`src/rtl/cache_controller.sv`:
```
// Sequencing FSM between a CPU load/store port, a direct-mapped cache array and main memory.
// Write-through/write-allocate, one access in flight, saturating read hit/miss counters.
module cache_controller #(
    parameter int unsigned DATA_WIDTH = 32,
    parameter int unsigned CNT_WIDTH  = 16
) (
    input  logic                  clk,
    input  logic                  reset,
    input  logic                  cpu_req,
    input  logic                  cpu_we,
    input  logic [DATA_WIDTH-1:0] cpu_addr,
    input  logic [DATA_WIDTH-1:0] cpu_wdata,
    output logic                  cpu_busy,
    output logic                  cpu_done,
    output logic [DATA_WIDTH-1:0] cpu_rdata,
    input  logic                  cache_hit,
    input  logic [DATA_WIDTH-1:0] cache_rdata,
    output logic [DATA_WIDTH-1:0] cache_addr,
    output logic [DATA_WIDTH-1:0] cache_wdata,
    output logic                  cache_we,
    output logic                  mem_req,
    output logic                  mem_we,
    output logic [DATA_WIDTH-1:0] mem_addr,
    output logic [DATA_WIDTH-1:0] mem_wdata,
    input  logic                  mem_ack,
    input  logic [DATA_WIDTH-1:0] mem_rdata,
    output logic [CNT_WIDTH-1:0]  hit_count,
    output logic [CNT_WIDTH-1:0]  miss_count
);

    typedef enum logic [1:0] {
        S_IDLE   = 2'd0,
        S_LOOKUP = 2'd1,
        S_FILL   = 2'd2,
        S_WMEM   = 2'd3
    } state_t;

    state_t                r_state;
    state_t                w_next;
    logic [DATA_WIDTH-1:0] r_addr;
    logic [DATA_WIDTH-1:0] r_wdata;
    logic                  r_we;
    logic [CNT_WIDTH-1:0]  r_hit_cnt;
    logic [CNT_WIDTH-1:0]  r_miss_cnt;
    logic                  w_hit_inc;
    logic                  w_miss_inc;

    // State, request latch and saturating counters
    always_ff @(posedge clk) begin
        if (reset) begin
            r_state    <= S_IDLE;
            r_addr     <= '0;
            r_wdata    <= '0;
            r_we       <= 1'b0;
            r_hit_cnt  <= '0;
            r_miss_cnt <= '0;
        end else begin
            r_state <= w_next;
            if (r_state == S_IDLE && cpu_req) begin
                r_addr  <= cpu_addr;
                r_wdata <= cpu_wdata;
                r_we    <= cpu_we;
            end
            if (w_hit_inc && (r_hit_cnt != '1)) begin
                r_hit_cnt <= r_hit_cnt + CNT_WIDTH'(1);
            end
            if (w_miss_inc && (r_miss_cnt != '1)) begin
                r_miss_cnt <= r_miss_cnt + CNT_WIDTH'(1);
            end
        end
    end

    // Next state and per-state strobes
    always_comb begin
        w_next      = r_state;
        cpu_done    = 1'b0;
        cpu_rdata   = '0;
        cache_wdata = '0;
        cache_we    = 1'b0;
        mem_req     = 1'b0;
        mem_we      = 1'b0;
        w_hit_inc   = 1'b0;
        w_miss_inc  = 1'b0;
        case (r_state)
            S_IDLE: begin
                if (cpu_req) begin
                    w_next = S_LOOKUP;
                end
            end
            S_LOOKUP: begin
                if (r_we) begin
                    // Write-allocate: the line is written whether or not it hit
                    cache_we    = 1'b1;
                    cache_wdata = r_wdata;
                    w_next      = S_WMEM;
                end else if (cache_hit) begin
                    cpu_done  = 1'b1;
                    cpu_rdata = cache_rdata;
                    w_hit_inc = 1'b1;
                    w_next    = S_IDLE;
                end else begin
                    w_miss_inc = 1'b1;
                    w_next     = S_FILL;
                end
            end
            S_FILL: begin
                mem_req = 1'b1;
                if (mem_ack) begin
                    cache_we    = 1'b1;
                    cache_wdata = mem_rdata;
                    cpu_rdata   = mem_rdata;
                    cpu_done    = 1'b1;
                    w_next      = S_IDLE;
                end
            end
            S_WMEM: begin
                mem_req = 1'b1;
                mem_we  = 1'b1;
                if (mem_ack) begin
                    cpu_done = 1'b1;
                    w_next   = S_IDLE;
                end
            end
            default: begin
                w_next = S_IDLE;
            end
        endcase
    end

    assign cpu_busy   = (r_state != S_IDLE);
    assign cache_addr = r_addr;
    assign mem_addr   = r_addr;
    assign mem_wdata  = r_wdata;
    assign hit_count  = r_hit_cnt;
    assign miss_count = r_miss_cnt;

endmodule

```
`config.mk`:
```
export PLATFORM = sky130hd
export DESIGN_NAME = cache_controller
export DESIGN_NICKNAME = d
export VERILOG_FILES = /design/src/rtl/cache_controller.sv
export SDC_FILE = /design/constraint.sdc
export NUM_CORES = 1
export LEC_CHECK = 0
export ABC_AREA = 0
export ABC_CLOCK_PERIOD_IN_PS = 3000
export BUFFER_PORTS_ARGS = -buffer_cell sky130_fd_sc_hd__buf_2
export CORE_AREA = 8 8 123 125
export DETAILED_ROUTE_END_ITERATION = 8
export DIE_AREA = 0 0 131 133
export HOLD_SLACK_MARGIN = 0.08
export PLACE_DENSITY = 0.75
export SLEW_MARGIN = 20
export SYNTH_ARGS = -nofsm -noshare
export SYNTH_HDL_FRONTEND = slang
export SYNTH_SLANG_ARGS = --single-unit
```
`constraint.sdc`:
```
create_clock -name clk -period 3 [get_ports clk]
set_clock_uncertainty 0.1 [all_clocks]
set_input_delay 0.3 -clock clk [delete_from_list [all_inputs] [get_ports clk]]
set_output_delay 0.3 -clock clk [all_outputs]
set_load 0.01 [all_outputs]
```
Yosys cells after proc, flatten, opt, wreduce, memory -nomap -nowiden
Cells that the tools add are included.
Widths: inputs -> output; s select.
{ "totals": {"in_bits": 134, "wordCells": 45, "ff_bits": 99, "output_inout_bits": 197} }
{ "op_classes": {"eq_ne": 7, "n_reduce_logical": 7, "add_sub_neg": 2, "n_mux": 23} }
{ "op_table": {"columns": ["op", "n"], "rows": [
  ["$mux 32", 4],
  ["$pmux 32 s2", 2],
  ["$add 16x1->16 const B", 2],
  ["$ne 16x16->1 const B", 2],
  ["$mux 1", 10],
  ["$mux 2", 4],
  ["$pmux 2 s3", 1],
  ["$eq 2x2->1 const B", 2],
  ["$pmux 1 s2", 2],
  ["$logic_and 1x1->1", 3],
  ["$eq 2x1->1 const B", 1],
  ["$logic_not 2->1", 1],
  ["$ne 2x1->1 const B", 1],
  ["$ne 2x2->1 const B", 1],
  ["$reduce_and 2->1", 1],
  ["$reduce_bool 2->1", 1],
  ["$reduce_or 2->1", 1]
]} }

Longest topological paths before layout
{ "depth": {"word_depth": 4, "mapped_depth": 8, "depth_no_buf": 7} }

Least setup slack after synthesis
OpenSTA, ideal clock, no wires.
{ "synth_timing": {"kind": "register -> output", "from": "register r_state[1]", "to": "output port cpu_rdata[16]", "path_buffers": 1, "t_arrival_ps": 1602, "slack_ps": 998, "path_stages_with_launch": 7, "required_time_ps": 2600, "cell_sequence": "dfxtp_1 inv_1 ha_1 nor3b_2 clkbuf_1 nand2_1 a21boi_1"} }
{ "synth_via": {"elab_chain_cells": 2, "word_cells_on_any_way": 3, "cone_classes": "eq/ne: 2; mux: 1"} }
{ "synth_lines": {"columns": ["element", "line", "source"], "rows": [
  ["start: declaration", "38", "state_t r_state;"],
  ["start signal: assignment", "58", "r_state <= w_next;"],
  ["$eq 2x2->1 / $eq 2x1->1 (equally long branches)", "84", "case (r_state)"],
  ["$pmux 32 s2 (*)", "84", null],
  ["end: declaration", "15", "output logic [DATA_WIDTH-1:0] cpu_rdata,"]
]} }
Mark *: on every way between the ends. The rest lies on a longest branch, timed or not.

Final worst setup path
{ "layout_timing": {"from": "register r_state[1]", "to": "output port cpu_rdata[11]"} }
The elaborated chain is that of the path after synthesis.

==> results.md <==
- Placement Rows: 42
- FF-to-FF End: miss_count[10]
- Leak Pwr: 3.47 nW
- DP Area: 6780 um^2
- DR pass1 iterations: 5
- Routing usage on met2: 0.372
- Initial DRC count: 334
- Distinct cells, synth: 47
- Port Buffers: 330
- WHS: 0.0927 ns
- GPL Wtd Cong: 0.892
- #FFs+latches synth: 99
- Non-filler instance count after layout: 1192
- Worst Max-Slew Pin Slew: 0.550 ns
- Placed instance count: 1141
- Reg clk slew, reported paths: 0.07 ns
- Via density: 4.95
- Avg Cell Area, Syn: 7.37 um^2
- Clock tree sinks: 99
- Worst-skew pair later-pin latency: 0.34 ns
- Arrival time at the worst endpoint: 2.34 ns
- Tcrit/Tclk final: 0.912
- Hold Path Depth: 3
- Layout cell share with drive strength beyond 1: 0.362
- CTS H-Tree Depth: 3
- Die Wd: 131 um
- Critical setup path kind: flop to output port
- Mapped Area: 5190 um^2
- WP data required: 2.60 ns
- Switch share: 0.289
- Power share of the sequential group: 0.448
- Status: completed
- Max clock buf depth: 2
- Worst min-delay path category: primary input to flop
- Setup-failing EPs final: 0
- FF/Latch Area: 1980 um^2
- GRT Total Usage: 0.222
- First-pass GRT wire length: 30500 um
- Logic gate share of total power: 0.205
- Fill cell count: 1248
- Largest net degree at the start of global routing: 56
- ANT nets after route: 0
- Initial antenna violation count: 0
- Die area: 17400 um^2
- Synth warn: 0
- Crit path time final: 2.74 ns
- CORE AREA: 13100 um^2
- Met1 global-route usage: 0.252
- Net count after synthesis: 846
- Startpoint types: flop
- Avg WL per Cell: 17.1 um
- CTS Root Buffer Type: clkbuf_16
- Setup TNS Final: 0 ns
- Sequential-to-total area share from yosys stat: 0.382
- Routed wire length: 20300 um
- Most used routing layer: met2
- Vias: 5900
- Finished Cell Area: 7420 um^2
- Multi-input gate area: 2770 um^2
- Initial Utilization: 0.397
- GR Overflow Total: 0
- # DRC: 0
- Vias in the first global route: 5678
- Diode count: 0
- Hold Fails Final Rpt: 0
- Unrepaired setup endpoints after global routing: no
- CP Capture Type: output port
- Relative slew slack: 0.632
- Sw power: 932 uW
- P per Cell Area: 435 nW/um^2
- Clock Power Share: 0.347
- Crit Path Max Fanout: 32
- Final HPWL from detailed placement: 15600 um
- Syn Inst Count: 705
- GR Util met3: 0.0703
- Peak Freq: 365 MHz
- Critical R2R Launch: r_state[1]
- Nets: 1152
- CTS tree: built
- Final Util: 0.567
- Hold Path End: mem_wdata[28]
- R2R setup slack: 0.85 ns
- VDD IR-drop max: 0.325 mV
- CTS Buf Count: 9
- Cell internal pwr: 2.29 mW
- Max-Cap Viols: 0
- Final Max Tran Viols: 0
- Worst reg2reg path depth: 7
- I/O Pins: 331
- Hold Crit Start: cpu_wdata[28]
- Die H: 133 um
- Layout area overhead: 42.9%
metal layers:
layer  vias to the layer above  part of all wire
met3                        36              0.11
li1                       2903                 -
met2                       280              0.48
met5                         -                 0
met4                         0             0.025
met1                      2681              0.39
cell usage in the layout, fill, tap and decap left out, types with 2 or more instances in the layout:
cell type      instances
nor3_1                 8
buf_4                  3
and3_1                 2
dfxtp_1               99
dlygate4sd3_1         35
a21oi_1               74
nor4_4                 2
buf_2                329
nor2_1                39
nor4_1                 2
a211oi_1               2
a311oi_1               3
nor3b_2                2
nand4_1                8
ha_1                   7
and2_1                 2
clkinvlp_4             2
and4_1                 3
xor2_1                 6
nand2b_1               2
o21ai_0                3
or3_1                  2
nor4_2                 3
a21boi_1              29
nand3_1               12
nand2_1              236
clkbuf_8               2
xnor2_1               15
inv_1                 10
a21boi_0              35
nor3b_1                2
clkbuf_16              9
buf_12                 5
or4b_1                 2
worst max-delay path by stage:
| stage | start | slack, ns | end |
|---|---|---|---|
| after floorplan | r_state[1] | 1.0 | cpu_rdata[16] |
| after global placement | r_state[1] | 0.72 | cpu_rdata[11] |
| after detailed placement | r_state[1] | 0.66 | cpu_rdata[11] |
| after CTS | r_state[1] | 0.25 | cpu_rdata[11] |
| after global routing | r_state[1] | 0.08 | cpu_rdata[11] |
| final | r_state[1] | 0.26 | cpu_rdata[11] |
area by class of cell:
type	instances	share of cell area
Sequential cell	99	0.267
Inverter	10	0.00506
Multi-Input combinational cell	519	0.374
Clock inverter	4	0.00438
Clock buffer	12	0.0346
Tap cell	176	0.0297
Timing Repair Buffer	372	0.286
worst max-delay path, stage by stage (launching register included):
cell,delay [ns]
dfxtp_1,0.34
inv_1,0.10
ha_1,0.29
nor3b_4,0.29
buf_4,0.37
nand2_1,0.12
a21boi_1,0.27
buf_2,0.19
synth_stat cells, drive strengths merged:
| cell | instances | share of area |
|---|---|---|
| nor4b | 1 | 0.0029 |
| nor2b | 1 | 0.0012 |
| ha | 7 | 0.017 |
| nor4bb | 1 | 0.0019 |
| nand3b | 1 | 0.0039 |
| or4 | 1 | 0.0022 |
| and2 | 2 | 0.0024 |
| nand4b | 1 | 0.0017 |
| nand3 | 12 | 0.012 |
| nor4 | 7 | 0.018 |
| o2111ai | 1 | 0.0017 |
| xor2 | 6 | 0.010 |
| nor3 | 9 | 0.0096 |
| and3 | 2 | 0.0024 |
| a311oi | 3 | 0.0051 |
| a31o | 1 | 0.0017 |
| o21a | 1 | 0.0014 |
| dfxtp | 99 | 0.38 |
| nor3b | 5 | 0.010 |
| nand4 | 9 | 0.012 |
| a21oi | 74 | 0.071 |
| or3b | 1 | 0.0017 |
| or4b | 2 | 0.0039 |
| a211oi | 2 | 0.0029 |
| or3 | 2 | 0.0024 |
| o21ai | 4 | 0.0039 |
| nor2 | 41 | 0.030 |
| and4 | 3 | 0.0051 |
| a21boi | 64 | 0.093 |
| xnor2 | 15 | 0.025 |
| nand2 | 237 | 0.17 |
| clkbuf | 38 | 0.027 |
| inv | 10 | 0.0072 |
| a31oi | 1 | 0.0012 |
| buf | 39 | 0.053 |
| nand2b | 2 | 0.0024 |
stage by stage:
stage / worst slack [ns] / power (mW)
after floorplan: 0.998 / 1.83
after global placement: 0.722 / 2.09
after detailed placement: 0.665 / 2.10
after CTS: 0.254 / 3.26
after global routing: 0.0821 / 3.38
final: 0.264 / 3.23
power groups by stage:
stage	registers, mW	logic, mW	clock network (mW)
after global routing	1.46	0.724	1.20
after CTS	1.45	0.662	1.15
after detailed placement	1.48	0.624	0
after floorplan	1.49	0.341	0
final	1.45	0.661	1.12
after global placement	1.47	0.620	0
sequential cells by signal (all words and copies together), names as in the netlist:
name and flops:
cache_addr 32, hit_count 16, mem_wdata 32, miss_count 16, r_state 2, r_we 1
cells by family after synthesis:
family / Yosys count / synth area share
simple gates: 340 / 0.297
compound gates: 151 / 0.182
flops: 99 / 0.382
buf+inv: 87 / 0.0877
xor+xnor: 21 / 0.0354
fa+ha+maj: 7 / 0.0169
repair_timing:
action / in CTS / in global routing
hold endpoints to repair: 35 / 0
buffers inserted: 0 / 0
gates resized for setup: 0 / 0
hold buffers: 35 / 0
endpoints found under the setup margin: 0 / 0
(Power assumes the default switching activity.)
